### config.mk
export PLATFORM = sky130hd
export DESIGN_NAME = instr_fetch_unit_flat
export DESIGN_NICKNAME = d
export VERILOG_FILES = /design/src/rtl/instr_fetch_unit_if.sv /design/src/rtl/instr_fetch_unit.sv /design/src/flat_wrapper.sv
export SDC_FILE = /design/constraint.sdc
export NUM_CORES = 1
export LEC_CHECK = 0
export BUFFER_PORTS_ARGS = -buffer_cell sky130_fd_sc_hd__buf_2
export CAP_MARGIN = 15
export CORE_MARGIN = 2
export CORE_UTILIZATION = 58
export DETAILED_ROUTE_END_ITERATION = 8
export PLACE_DENSITY = 0.88
export SETUP_SLACK_MARGIN = 0.4
export SYNTH_ARGS = -nofsm -noshare
export SYNTH_HDL_FRONTEND = slang
export SYNTH_SLANG_ARGS = --single-unit
### constraint.sdc
create_clock -name clk -period 3.29 [get_ports clk]
set_clock_uncertainty 0.15 [all_clocks]
set_input_delay 0.329 -clock clk [delete_from_list [all_inputs] [get_ports clk]]
set_output_delay 0.329 -clock clk [all_outputs]
set_load 0.1 [all_outputs]
### src/rtl/instr_fetch_unit_if.sv
// Bundle of the fetch unit's handshake/bus signals: start control, instruction
// memory port, decode-side valid/ready stream and the redirect path from execute.
interface instr_fetch_unit_if #(
  parameter int ADDR_WIDTH  = 16,
  parameter int INSTR_WIDTH = 32
);
  logic                   start;
  logic                   imem_req;
  logic [ADDR_WIDTH-1:0]  imem_addr;
  logic [INSTR_WIDTH-1:0] imem_rdata;
  logic                   out_valid;
  logic                   out_ready;
  logic [INSTR_WIDTH-1:0] out_instr;
  logic [5:0]             out_opcode;
  logic [ADDR_WIDTH-1:0]  out_pc;
  logic                   redirect;
  logic [ADDR_WIDTH-1:0]  redirect_target;

  // Fetch unit side
  modport master (
    input  start,
    output imem_req, imem_addr,
    input  imem_rdata,
    output out_valid,
    input  out_ready,
    output out_instr, out_opcode, out_pc,
    input  redirect, redirect_target
  );

  // Environment side (memory, decoder, execute)
  modport slave (
    output start,
    input  imem_req, imem_addr,
    output imem_rdata,
    input  out_valid,
    output out_ready,
    input  out_instr, out_opcode, out_pc,
    output redirect, redirect_target
  );
endinterface

### src/rtl/instr_fetch_unit.sv
// Instruction fetch front end: PC, credit-limited memory requests, response FIFO
// toward decode, and redirect handling that flushes and drops stale responses.
module instr_fetch_unit #(
  parameter int ADDR_WIDTH  = 16,
  parameter int INSTR_WIDTH = 32,
  parameter int DEPTH       = 4
) (
  input logic                clk,
  input logic                rst,
  instr_fetch_unit_if.master bus
);

  localparam int PW = $clog2(DEPTH);
  localparam int CW = PW + 1;
  localparam logic [CW:0]           DEPTH_C = (CW + 1)'(DEPTH);
  localparam logic [CW-1:0]         CNT_ONE = {{(CW - 1){1'b0}}, 1'b1};
  localparam logic [PW-1:0]         PTR_ONE = {{(PW - 1){1'b0}}, 1'b1};
  localparam logic [ADDR_WIDTH-1:0] PC_ONE  = {{(ADDR_WIDTH - 1){1'b0}}, 1'b1};

  typedef enum logic [0:0] {
    IDLE = 1'b0,
    RUN  = 1'b1
  } state_t;

  state_t                 state_r;
  state_t                 state_next_s;
  logic [ADDR_WIDTH-1:0]  fetch_pc_r;
  logic [ADDR_WIDTH-1:0]  req_addr_r;
  logic                   req_r;
  logic                   req_next_s;
  logic                   inflight_r;
  logic                   drop_r;
  logic                   out_valid_r;
  logic [PW-1:0]          rd_ptr_r;
  logic [PW-1:0]          wr_ptr_r;
  logic [CW-1:0]          count_r;
  logic [CW-1:0]          count_next_s;
  logic [INSTR_WIDTH-1:0] fifo_instr_r [DEPTH];
  logic [ADDR_WIDTH-1:0]  fifo_pc_r    [DEPTH];
  logic                   run_s;
  logic                   redir_s;
  logic                   enq_s;
  logic                   deq_s;

  // FSM state register
  always_ff @(posedge clk) begin
    if (rst) begin
      state_r <= IDLE;
    end else begin
      state_r <= state_next_s;
    end
  end

  // FSM next state: IDLE waits for start, RUN is only left through reset
  always_comb begin
    state_next_s = state_r;
    case (state_r)
      IDLE: begin
        if (bus.start) state_next_s = RUN;
        else           state_next_s = IDLE;
      end
      RUN:     state_next_s = RUN;
      default: state_next_s = IDLE;
    endcase
  end

  // FIFO occupancy and the next-cycle request decision (imem_req is a flop)
  always_comb begin
    run_s        = (state_r == RUN);
    redir_s      = run_s && bus.redirect;
    deq_s        = out_valid_r && bus.out_ready;
    enq_s        = inflight_r && !drop_r;
    count_next_s = count_r;
    if (redir_s)                count_next_s = {CW{1'b0}};
    else if (enq_s && !deq_s)   count_next_s = count_r + CNT_ONE;
    else if (deq_s && !enq_s)   count_next_s = count_r - CNT_ONE;
    else                        count_next_s = count_r;
    // Next cycle's inflight is this cycle's request; a dequeue only frees credit once it lands
    if (state_next_s == RUN) begin
      req_next_s = (({1'b0, count_next_s} + {{CW{1'b0}}, req_r}) < DEPTH_C);
    end else begin
      req_next_s = 1'b0;
    end
  end

  // Fetch PC, request tracking, drop flag and FIFO storage
  always_ff @(posedge clk) begin
    if (rst) begin
      fetch_pc_r  <= {ADDR_WIDTH{1'b0}};
      req_addr_r  <= {ADDR_WIDTH{1'b0}};
      req_r       <= 1'b0;
      inflight_r  <= 1'b0;
      drop_r      <= 1'b0;
      out_valid_r <= 1'b0;
      rd_ptr_r    <= {PW{1'b0}};
      wr_ptr_r    <= {PW{1'b0}};
      count_r     <= {CW{1'b0}};
      for (int i = 0; i < DEPTH; i++) begin
        fifo_instr_r[i] <= {INSTR_WIDTH{1'b0}};
        fifo_pc_r[i]    <= {ADDR_WIDTH{1'b0}};
      end
    end else begin
      req_r       <= req_next_s;
      inflight_r  <= req_r;
      drop_r      <= redir_s && req_r;
      count_r     <= count_next_s;
      out_valid_r <= (count_next_s != {CW{1'b0}});
      if (req_r) req_addr_r <= fetch_pc_r;
      else       req_addr_r <= req_addr_r;

      if (redir_s)                          fetch_pc_r <= bus.redirect_target;
      else if (req_r)                       fetch_pc_r <= fetch_pc_r + PC_ONE;
      else if (state_r == IDLE && bus.start) fetch_pc_r <= {ADDR_WIDTH{1'b0}};
      else                                  fetch_pc_r <= fetch_pc_r;

      // Redirect wins over a same-cycle enqueue: the flush discards it
      if (redir_s) begin
        rd_ptr_r <= {PW{1'b0}};
        wr_ptr_r <= {PW{1'b0}};
      end else begin
        if (enq_s) begin
          fifo_instr_r[wr_ptr_r] <= bus.imem_rdata;
          fifo_pc_r[wr_ptr_r]    <= req_addr_r;
          wr_ptr_r               <= wr_ptr_r + PTR_ONE;
        end
        if (deq_s) rd_ptr_r <= rd_ptr_r + PTR_ONE;
      end
    end
  end

  assign bus.imem_req   = req_r;
  assign bus.imem_addr  = fetch_pc_r;
  assign bus.out_valid  = out_valid_r;
  assign bus.out_instr  = fifo_instr_r[rd_ptr_r];
  assign bus.out_opcode = fifo_instr_r[rd_ptr_r][INSTR_WIDTH-1 -: 6];
  assign bus.out_pc     = fifo_pc_r[rd_ptr_r];

endmodule
### src/flat_wrapper.sv
// flat-port wrapper written by rule: the top's interface ports become plain ports
module instr_fetch_unit_flat 
#(
  parameter int ADDR_WIDTH  = 16,
  parameter int INSTR_WIDTH = 32,
  parameter int DEPTH       = 4
)
  (clk, rst, bus_start, bus_imem_req, bus_imem_addr, bus_imem_rdata, bus_out_valid, bus_out_ready, bus_out_instr, bus_out_opcode, bus_out_pc, bus_redirect, bus_redirect_target);
  instr_fetch_unit_if #(.ADDR_WIDTH(ADDR_WIDTH), .INSTR_WIDTH(INSTR_WIDTH)) bus_i ();
  input logic clk;
  input logic rst;
  input wire logic [$bits(bus_i.start)-1:0] bus_start;
  output wire logic [$bits(bus_i.imem_req)-1:0] bus_imem_req;
  output wire logic [$bits(bus_i.imem_addr)-1:0] bus_imem_addr;
  input wire logic [$bits(bus_i.imem_rdata)-1:0] bus_imem_rdata;
  output wire logic [$bits(bus_i.out_valid)-1:0] bus_out_valid;
  input wire logic [$bits(bus_i.out_ready)-1:0] bus_out_ready;
  output wire logic [$bits(bus_i.out_instr)-1:0] bus_out_instr;
  output wire logic [$bits(bus_i.out_opcode)-1:0] bus_out_opcode;
  output wire logic [$bits(bus_i.out_pc)-1:0] bus_out_pc;
  input wire logic [$bits(bus_i.redirect)-1:0] bus_redirect;
  input wire logic [$bits(bus_i.redirect_target)-1:0] bus_redirect_target;
  assign bus_i.start = bus_start;
  assign bus_imem_req = bus_i.imem_req;
  assign bus_imem_addr = bus_i.imem_addr;
  assign bus_i.imem_rdata = bus_imem_rdata;
  assign bus_out_valid = bus_i.out_valid;
  assign bus_i.out_ready = bus_out_ready;
  assign bus_out_instr = bus_i.out_instr;
  assign bus_out_opcode = bus_i.out_opcode;
  assign bus_out_pc = bus_i.out_pc;
  assign bus_i.redirect = bus_redirect;
  assign bus_i.redirect_target = bus_redirect_target;
  instr_fetch_unit #(.ADDR_WIDTH(ADDR_WIDTH), .INSTR_WIDTH(INSTR_WIDTH), .DEPTH(DEPTH)) u_core (.clk(clk), .rst(rst), .bus(bus_i));
endmodule
==> results of run 1 <==
[report_power, final]
part           leakage [nW]  switching (mW)  total (mW)  internal (mW)
Clock                 0.347            1.05        2.49           1.44
Combinational          2.30            1.35        1.78          0.431
Sequential             2.36           0.118        3.53           3.41
Total                  5.00            2.52        7.80           5.28
[final timing paths]
check / start / to / slack (ps) / depth (start not counted)
hold / removal: bus_imem_rdata[11] / u_core.fifo_instr_r[0][11] / 6 / 2
setup reg to reg: u_core.run_s / u_core.fifo_instr_r[0][19] / 1030 / 5
hold reg to reg: u_core.req_addr_r[13] / u_core.req_addr_r[13] / 380 / 2
setup / recovery: register / bus_out_instr[29] / 580 / 3
[cell usage after synthesis, types with 2 or more instances]
| master | instances |
|---|---|
| o21ai_1 | 3 |
| o21ai_0 | 8 |
| xor2_1 | 7 |
| nor3b_1 | 2 |
| buf_2 | 17 |
| xnor2_1 | 8 |
| clkbuf_2 | 4 |
| buf_1 | 4 |
| nand2_1 | 51 |
| nor2_1 | 102 |
| nor2b_1 | 4 |
| mux2i_1 | 16 |
| a211oi_1 | 3 |
| nor3_1 | 4 |
| nand2_2 | 2 |
| and2_1 | 51 |
| inv_1 | 33 |
| and3_1 | 59 |
| edfxtp_1 | 192 |
| mux4_2 | 48 |
| a21o_1 | 3 |
| clkbuf_1 | 20 |
| buf_6 | 3 |
| nand4_1 | 3 |
| dfxtp_1 | 46 |
| nand3_1 | 10 |
| ha_1 | 3 |
| a21oi_1 | 6 |
| buf_4 | 8 |
| a31oi_1 | 5 |
| a221oi_1 | 4 |
| nand2b_1 | 5 |
[layout by cell type (no fill, tap or decap), drive strengths merged, types with 16 or more instances in the layout]
cell,n
dlygate4sd3,34
buf,144
and2,51
edfxtp,192
and3,59
inv,33
mux4,48
nor2,103
nand2,53
mux2i,16
dfxtp,46
clkbuf,27
[layer usage]
layer / share of wire / vias up
met5: 0 / -
met2: 0.50 / 394
met1: 0.39 / 3311
li1: - / 3023
met4: 0.017 / 0
met3: 0.098 / 29
[per-stage QoR]
| stage | hold WS (ps) | instance area [um^2] | utilization | setup WS (ps) | power [mW] |
|---|---|---|---|---|---|
| 2_1_floorplan | 288 | 10300 | - | 697 | 4.99 |
| 3_3_place_gp | 351 | 11200 | 0.643 | 891 | 5.27 |
| 3_5_place_dp | 359 | 11200 | 0.643 | 873 | 5.31 |
| 4_1_cts | 0.468 | 12200 | 0.704 | 588 | 7.80 |
| 5_1_grt | 8.58 | 12200 | 0.704 | 529 | 8.03 |
| 6_report | 5.65 | 12200 | 0.704 | 582 | 7.80 |
[cell type report]
class / count / area (um^2)
Tap cell: 225 / 282
Multi-Input combinational cell: 425 / 3240
Sequential cell: 238 / 6690
Inverter: 33 / 124
Clock buffer: 27 / 591
Timing Repair Buffer: 178 / 1190
Fill cell: 1049 / 5130
Clock inverter: 12 / 110
[timing repair]
action                                 4_1_cts  5_1_grt
setup endpoints to repair                   19        0
resized for setup                            0        0
hold buffers                                34        0
buffers inserted                             1        0
endpoints found under the hold margin       37        0
[sequential cells by signal, indices dropped and copies added (netlist names), 2 cells and up, named ones only]
signal	count
u_core.req_addr_r	16
u_core.fifo_instr_r	128
u_core.fifo_pc_r	64
u_core.rd_ptr_r	2
u_core.bus.imem_addr	16
u_core.wr_ptr_r	2
u_core.count_r	3
[worst reg2reg max path: stages (launching register included)]
cell	delay, ps
dfxtp_1	360
nand2_2	250
nand2b_1	320
nor4_4	310
buf_4	480
and2_1	240
[logic make-up (layout without fill, tap and decap cells)]
family | count (synthesis) | in the layout
buffers and inverters | 89 | 250
and+or+nand+nor | 301 | 301
muxes | 64 | 64
xor gates and xnor gates | 15 | 15
DFF | 238 | 238
AOI/OAI and AO/OA | 42 | 42
adders and majority gates | 3 | 3
==> impl_metrics.env, run 1 <==
export IMPL_status="completed"
export IMPL_fin_cells=1138
export IMPL_cts_root_buf="clkbuf_16"
export IMPL_die_h_um=137
export IMPL_synth_top_area_frac=0.558
export IMPL_path_clk_slew_ps=60
export IMPL_coreArea_um2=17400
export IMPL_tightest_slew_ps=631
export IMPL_grt_util_met2=0.451
export IMPL_grtUsageMet1=0.353
export IMPL_ys_seq_area_frac=0.647
export IMPL_gp_congestion=0.891
export IMPL_rsz0062_at_grt="no"
export IMPL_powerDensity_nw_per_um2=638
export IMPL_min_period_ps=2710
export IMPL_worstSkewPairLatency_ps=490
export IMPL_relSlewSlack=0.579
export IMPL_cp_end_kind="output port"
export IMPL_antenna_cells=0
export IMPL_critPathLaunchType="register"
export IMPL_numPortBuffers=124
export IMPL_via_count=6757
export IMPL_crit_required_ps=2810
export IMPL_grtUsageTotal=0.264
export IMPL_fin_nets=955
export IMPL_crit_chain="buf_12 > mux4_2 > buf_2"
export IMPL_wire_per_inst_um=21.4
export IMPL_grt_start_max_net_pins=49
export IMPL_path_delay_family="buffers and inverters"
export IMPL_ios=125
export IMPL_ir_worst_vdd_mv=0.419
export IMPL_cellLeakagePower_nw=5.00
export IMPL_die_area_um2=18900
export IMPL_layout_drive_gt1_share=0.263
export IMPL_first_pass_iters=5
export IMPL_synth_top_area_cell="edfxtp_1"
export IMPL_cts_max_level=1
export IMPL_cts_buffer_depth=3
export IMPL_grt_pass1_wl_mm=37.9
export IMPL_synthMuxAreaShare=0.120
export IMPL_maxSlewViolCount=0
export IMPL_tns_ps=0
export IMPL_cap_violations=0
export IMPL_setup_viol=0
export IMPL_grt_pass1_vias=6971
export IMPL_start_util=0.595
export IMPL_synthCells=752
export IMPL_cp_slowest_stage_delay_ps=710
export IMPL_synthAdderAreaFrac=0.00363
export IMPL_path_class="reg -> out"
export IMPL_drt_iter0_markers=690
export IMPL_synth_edf_count=192
export IMPL_synth_seq_cells=238
export IMPL_async_flop_share=0
export IMPL_hold_class="in -> reg"
export IMPL_ant_nets=0
export IMPL_grt_util_met3=0.0397
export IMPL_critPathArrivalTime_ps=2230
export IMPL_synth_area_um2=10300
export IMPL_area_delta_synth_final_pct=18.3
export IMPL_finalCritPeriodShare=0.823
export IMPL_drc_errors=0
export IMPL_max_freq_ghz=0.369
export IMPL_postSynthAreaPerCell_um2=13.7
export IMPL_synth_top_family_by_area="simple AND/OR/NAND/NOR gates"
export IMPL_synthDistinctLibCells=50
export IMPL_synth_area_top_cells="edfxtp_1, mux4_2, dfxtp_1"
export IMPL_grt_antenna_before_repair=0
export IMPL_crit_slowest_cell="dfxtp_2"
export IMPL_crit_path_max_fanout=28
export IMPL_post_place_cells=1064
export IMPL_std_cell_rows=48
export IMPL_syn_num_nets=808
export IMPL_yosys_area_share_simple=0.149
export IMPL_clkSinkCount=238
export IMPL_yosysWarnings=0
export IMPL_grt_most_used_layer="met2"
export IMPL_grt_overflow_total=0
export IMPL_hpwlAfterDp_mm=14.5
export IMPL_synthXorXnorAreaFrac=0.0127
export IMPL_viasPerCell=5.94
export IMPL_die_w_um=137
export IMPL_synthFlopType="edfxtp_1"
export IMPL_hold_viol_final=0
export IMPL_routed_wl_mm=24.3
export IMPL_numCtsBuffers=23
export IMPL_cp_num_buf_inv=2
export IMPL_synth_compound_area_frac=0.0274
export IMPL_cts_tree="yes"
(Power assumes the default switching activity.)
==> inputs of run 2 (changes only) <==
--- a/config.mk
+++ b/config.mk
@@ -5,12 +5,13 @@
 export SDC_FILE = /design/constraint.sdc
 export NUM_CORES = 1
 export LEC_CHECK = 0
+export ABC_AREA = 1
 export BUFFER_PORTS_ARGS = -buffer_cell sky130_fd_sc_hd__buf_2
 export CAP_MARGIN = 15
 export CORE_MARGIN = 2
-export CORE_UTILIZATION = 58
+export CORE_UTILIZATION = 53
 export DETAILED_ROUTE_END_ITERATION = 8
-export PLACE_DENSITY = 0.88
+export PLACE_DENSITY = 0.84
 export SETUP_SLACK_MARGIN = 0.4
 export SYNTH_ARGS = -nofsm -noshare
 export SYNTH_HDL_FRONTEND = slang
==> constraint.sdc (replaced) <==
create_clock -name clk -period 2.4 [get_ports clk]
set_clock_uncertainty 0.15 [all_clocks]
set_input_delay 0.24 -clock clk [delete_from_list [all_inputs] [get_ports clk]]
set_output_delay 0.24 -clock clk [all_outputs]
set_load 0.1 [all_outputs]
==> impl_metrics.env, run 2 <==
export IMPL_grt_antenna_before_repair=0
export IMPL_ir_worst_vdd_mv=0.662
export IMPL_die_w_um=145
export IMPL_postSynthAreaPerCell_um2=9.94
export IMPL_path_depth=5
export IMPL_crit_chain="buf_8 > clkbuf_16 > o21ai_0 > o22ai_4 > buf_12"
export IMPL_die_area_um2=21100
export IMPL_wire_per_inst_um=20.6
export IMPL_async_flop_share=0
export IMPL_coreArea_um2=19500
export IMPL_numCtsBuffers=24
export IMPL_synth_top_area_frac=0.545
export IMPL_synth_edf_count=192
export IMPL_worstSkewPairLatency_ps=510
export IMPL_ios=125
export IMPL_status="completed"
export IMPL_power_share_clock=0.279
export IMPL_maxSlewViolCount=0
export IMPL_crit_path_max_fanout=7
export IMPL_numPortBuffers=124
export IMPL_synth_seq_cells=238
export IMPL_std_cell_rows=51
export IMPL_grt_start_max_net_pins=49
export IMPL_finalCritPeriodShare=0.941
export IMPL_p_int_mw=8.15
export IMPL_grt_overflow_total=0
export IMPL_route_met2_wl_mm=16.2
export IMPL_route_layer_met1_wl_mm=11.5
export IMPL_r2r_cells=8
export IMPL_synthDistinctLibCells=28
export IMPL_ys_seq_area_frac=0.632
export IMPL_hold_class="reg -> reg"
export IMPL_cts_tree="yes"
export IMPL_synth_area_top_cells="edfxtp_1, nor2_1, dfxtp_1"
export IMPL_reg_top3="u_core.fifo_instr_r x128, u_core.fifo_pc_r x64"
export IMPL_cp_end_kind="output port"
export IMPL_clkSinkCount=238
export IMPL_path_clk_slew_ps=60
export IMPL_switching_share=0.365
export IMPL_cts_root_buf="clkbuf_16"
export IMPL_first_pass_iters=7
export IMPL_whs_path_depth=1
export IMPL_cts_max_level=1
export IMPL_critPathLaunchType="register"
export IMPL_cp_num_buf_inv=3
export IMPL_yosysWarnings=0
export IMPL_cp_slowest_stage_delay_ps=410
export IMPL_min_period_ps=2260
export IMPL_grt_pass1_vias=8652
export IMPL_rsz0062_at_grt="yes"
export IMPL_dr_wl_met3_mm=2.64
export IMPL_max_freq_ghz=0.443
export IMPL_synth_common_cells="nor2_1, edfxtp_1, o21ai_0, inv_1, nand2_1"
export IMPL_viasPerCell=5.79
export IMPL_drc_errors=0
export IMPL_hold_viol_final=0
export IMPL_die_h_um=145
export IMPL_routed_top_layer="met4"
export IMPL_antenna_cells=0
export IMPL_p_switching_mw=4.69
export IMPL_routed_wl_mm=31.4
export IMPL_powerDensity_nw_per_um2=869
export IMPL_cts_buffer_depth=3
export IMPL_setup_viol=0
export IMPL_cap_violations=0
export IMPL_fillers=1084
export IMPL_pwr_share_comb=0.345
export IMPL_layout_drive_gt1_share=0.279
export IMPL_yosysMostFrequentCell="nor2_1"
export IMPL_gp_congestion=0.894
export IMPL_hpwlAfterDp_mm=15.3
export IMPL_fin_cells=1525
export IMPL_largest_register_ffs=128
export IMPL_crit_slowest_cell="dfxtp_4"
export IMPL_finalWorstSetupSlack_ps=142
export IMPL_grt_pass1_wl_mm=44.5
export IMPL_syn_num_nets=1120
export IMPL_fin_nets=1298
export IMPL_synth_area_um2=10600
export IMPL_crit_required_ps=2010
export IMPL_drt_iter0_markers=823
export IMPL_cellLeakagePower_nw=5.63
export IMPL_top_register="u_core.fifo_instr_r"
export IMPL_synthFlopType="edfxtp_1"
export IMPL_mostFrequentLayoutCell="nor2_1"
export IMPL_post_place_ws_ps=374
export IMPL_post_route_util=0.756
export IMPL_start_util=0.542
export IMPL_multiInputGateArea_um2=3990
export IMPL_ff_latch_area_um2=6710
export IMPL_whs_ps=330
export IMPL_layout_common_cells="nor2_1, edfxtp_1, inv_1"
export IMPL_via_count=8833
export IMPL_synth_top_area_cell="edfxtp_1"
export IMPL_area_delta_synth_final_pct=39.6
export IMPL_critPathArrivalTime_ps=1870
export IMPL_relSlewSlack=0.439
export IMPL_path_delay_family="buffers and inverters"
export IMPL_grtUsageTotal=0.262
export IMPL_tightest_slew_ps=841
export IMPL_seqPwrFrac=0.376
export IMPL_ant_nets=0
export IMPL_tns_ps=0
export IMPL_post_place_cells=1407
export IMPL_synthCells=1064
export IMPL_path_class="reg -> out"
==> run 2: cell count changes in the layout (fill, tap and decap cells not counted), sizes merged, moves of 32 or more <==
| cell | previous run | this run |
|---|---|---|
| nor2 | 103 | 277 |
| o21ai | 11 | 129 |
| inv | 33 | 96 |
| and3 | 59 | 0 |
| and2 | 51 | 0 |
| mux4 | 48 | 0 |
| o22ai | 1 | 48 |
| nor3 | 6 | 47 |
| nand2 | 53 | 85 |
==> run 2: cell families after synthesis <==
family	share of synthesized area
simple gates	0.188
flops	0.632
compound gates	0.108
buf+inv	0.0679
fa+ha+maj	0.00355
xor+xnor	0.000828
==> run 2: final cells by class <==
cell class | instances | share of cell area
Multi-Input combinational cell | 661 | 0.270
Timing Repair Buffer | 221 | 0.177
Clock buffer | 32 | 0.0463
Inverter | 96 | 0.0256
Clock inverter | 12 | 0.00407
Tap cell | 265 | 0.0224
Sequential cell | 238 | 0.454
==> run 2: routing by layer <==
metal / GRT usage / vias up
li1: - / 3975
met1: 0.326 / 4278
met2: 0.464 / 489
met3: 0.0421 / 91
met4: 0.0951 / 0
met5: 0 / -
==> run 2: per-stage QoR <==
step	area [um^2]	total power [mW]
floorplan	11400	7.79
global placement	12200	8.23
detailed placement	12200	8.27
CTS	14200	12.4
global route	14800	13.2
finish	14800	12.8
==> run 2: final timing paths <==
kind / from / slack, ps / endpoint
worst max-delay path: register / 140 / bus_out_instr[25]
worst min-delay path: u_core.rd_ptr_r[0] / 330 / u_core.rd_ptr_r[0]
worst max register to register: u_core.run_s / 480 / u_core.fifo_pc_r[2][9]
worst min register to register: u_core.rd_ptr_r[0] / 330 / u_core.rd_ptr_r[0]
==> run 2: timing repair <==
item	in CTS	in global routing
setup buffers	2	6
hold buffers	56	0
pin swaps	1	15
endpoints found under the hold margin	120	0
gates cloned	1	9
resized for setup	213	98
endpoints found under the setup margin	54	215
==> run 2: power groups by stage <==
stage	combinational, mW	sequential (mW)	clock, mW
2_1_floorplan	2.76	5.03	0
3_3_place_gp	3.34	4.89	0
3_5_place_dp	3.38	4.90	0
4_1_cts	4.01	4.81	3.55
5_1_grt	4.57	4.84	3.76
6_report	4.43	4.82	3.59
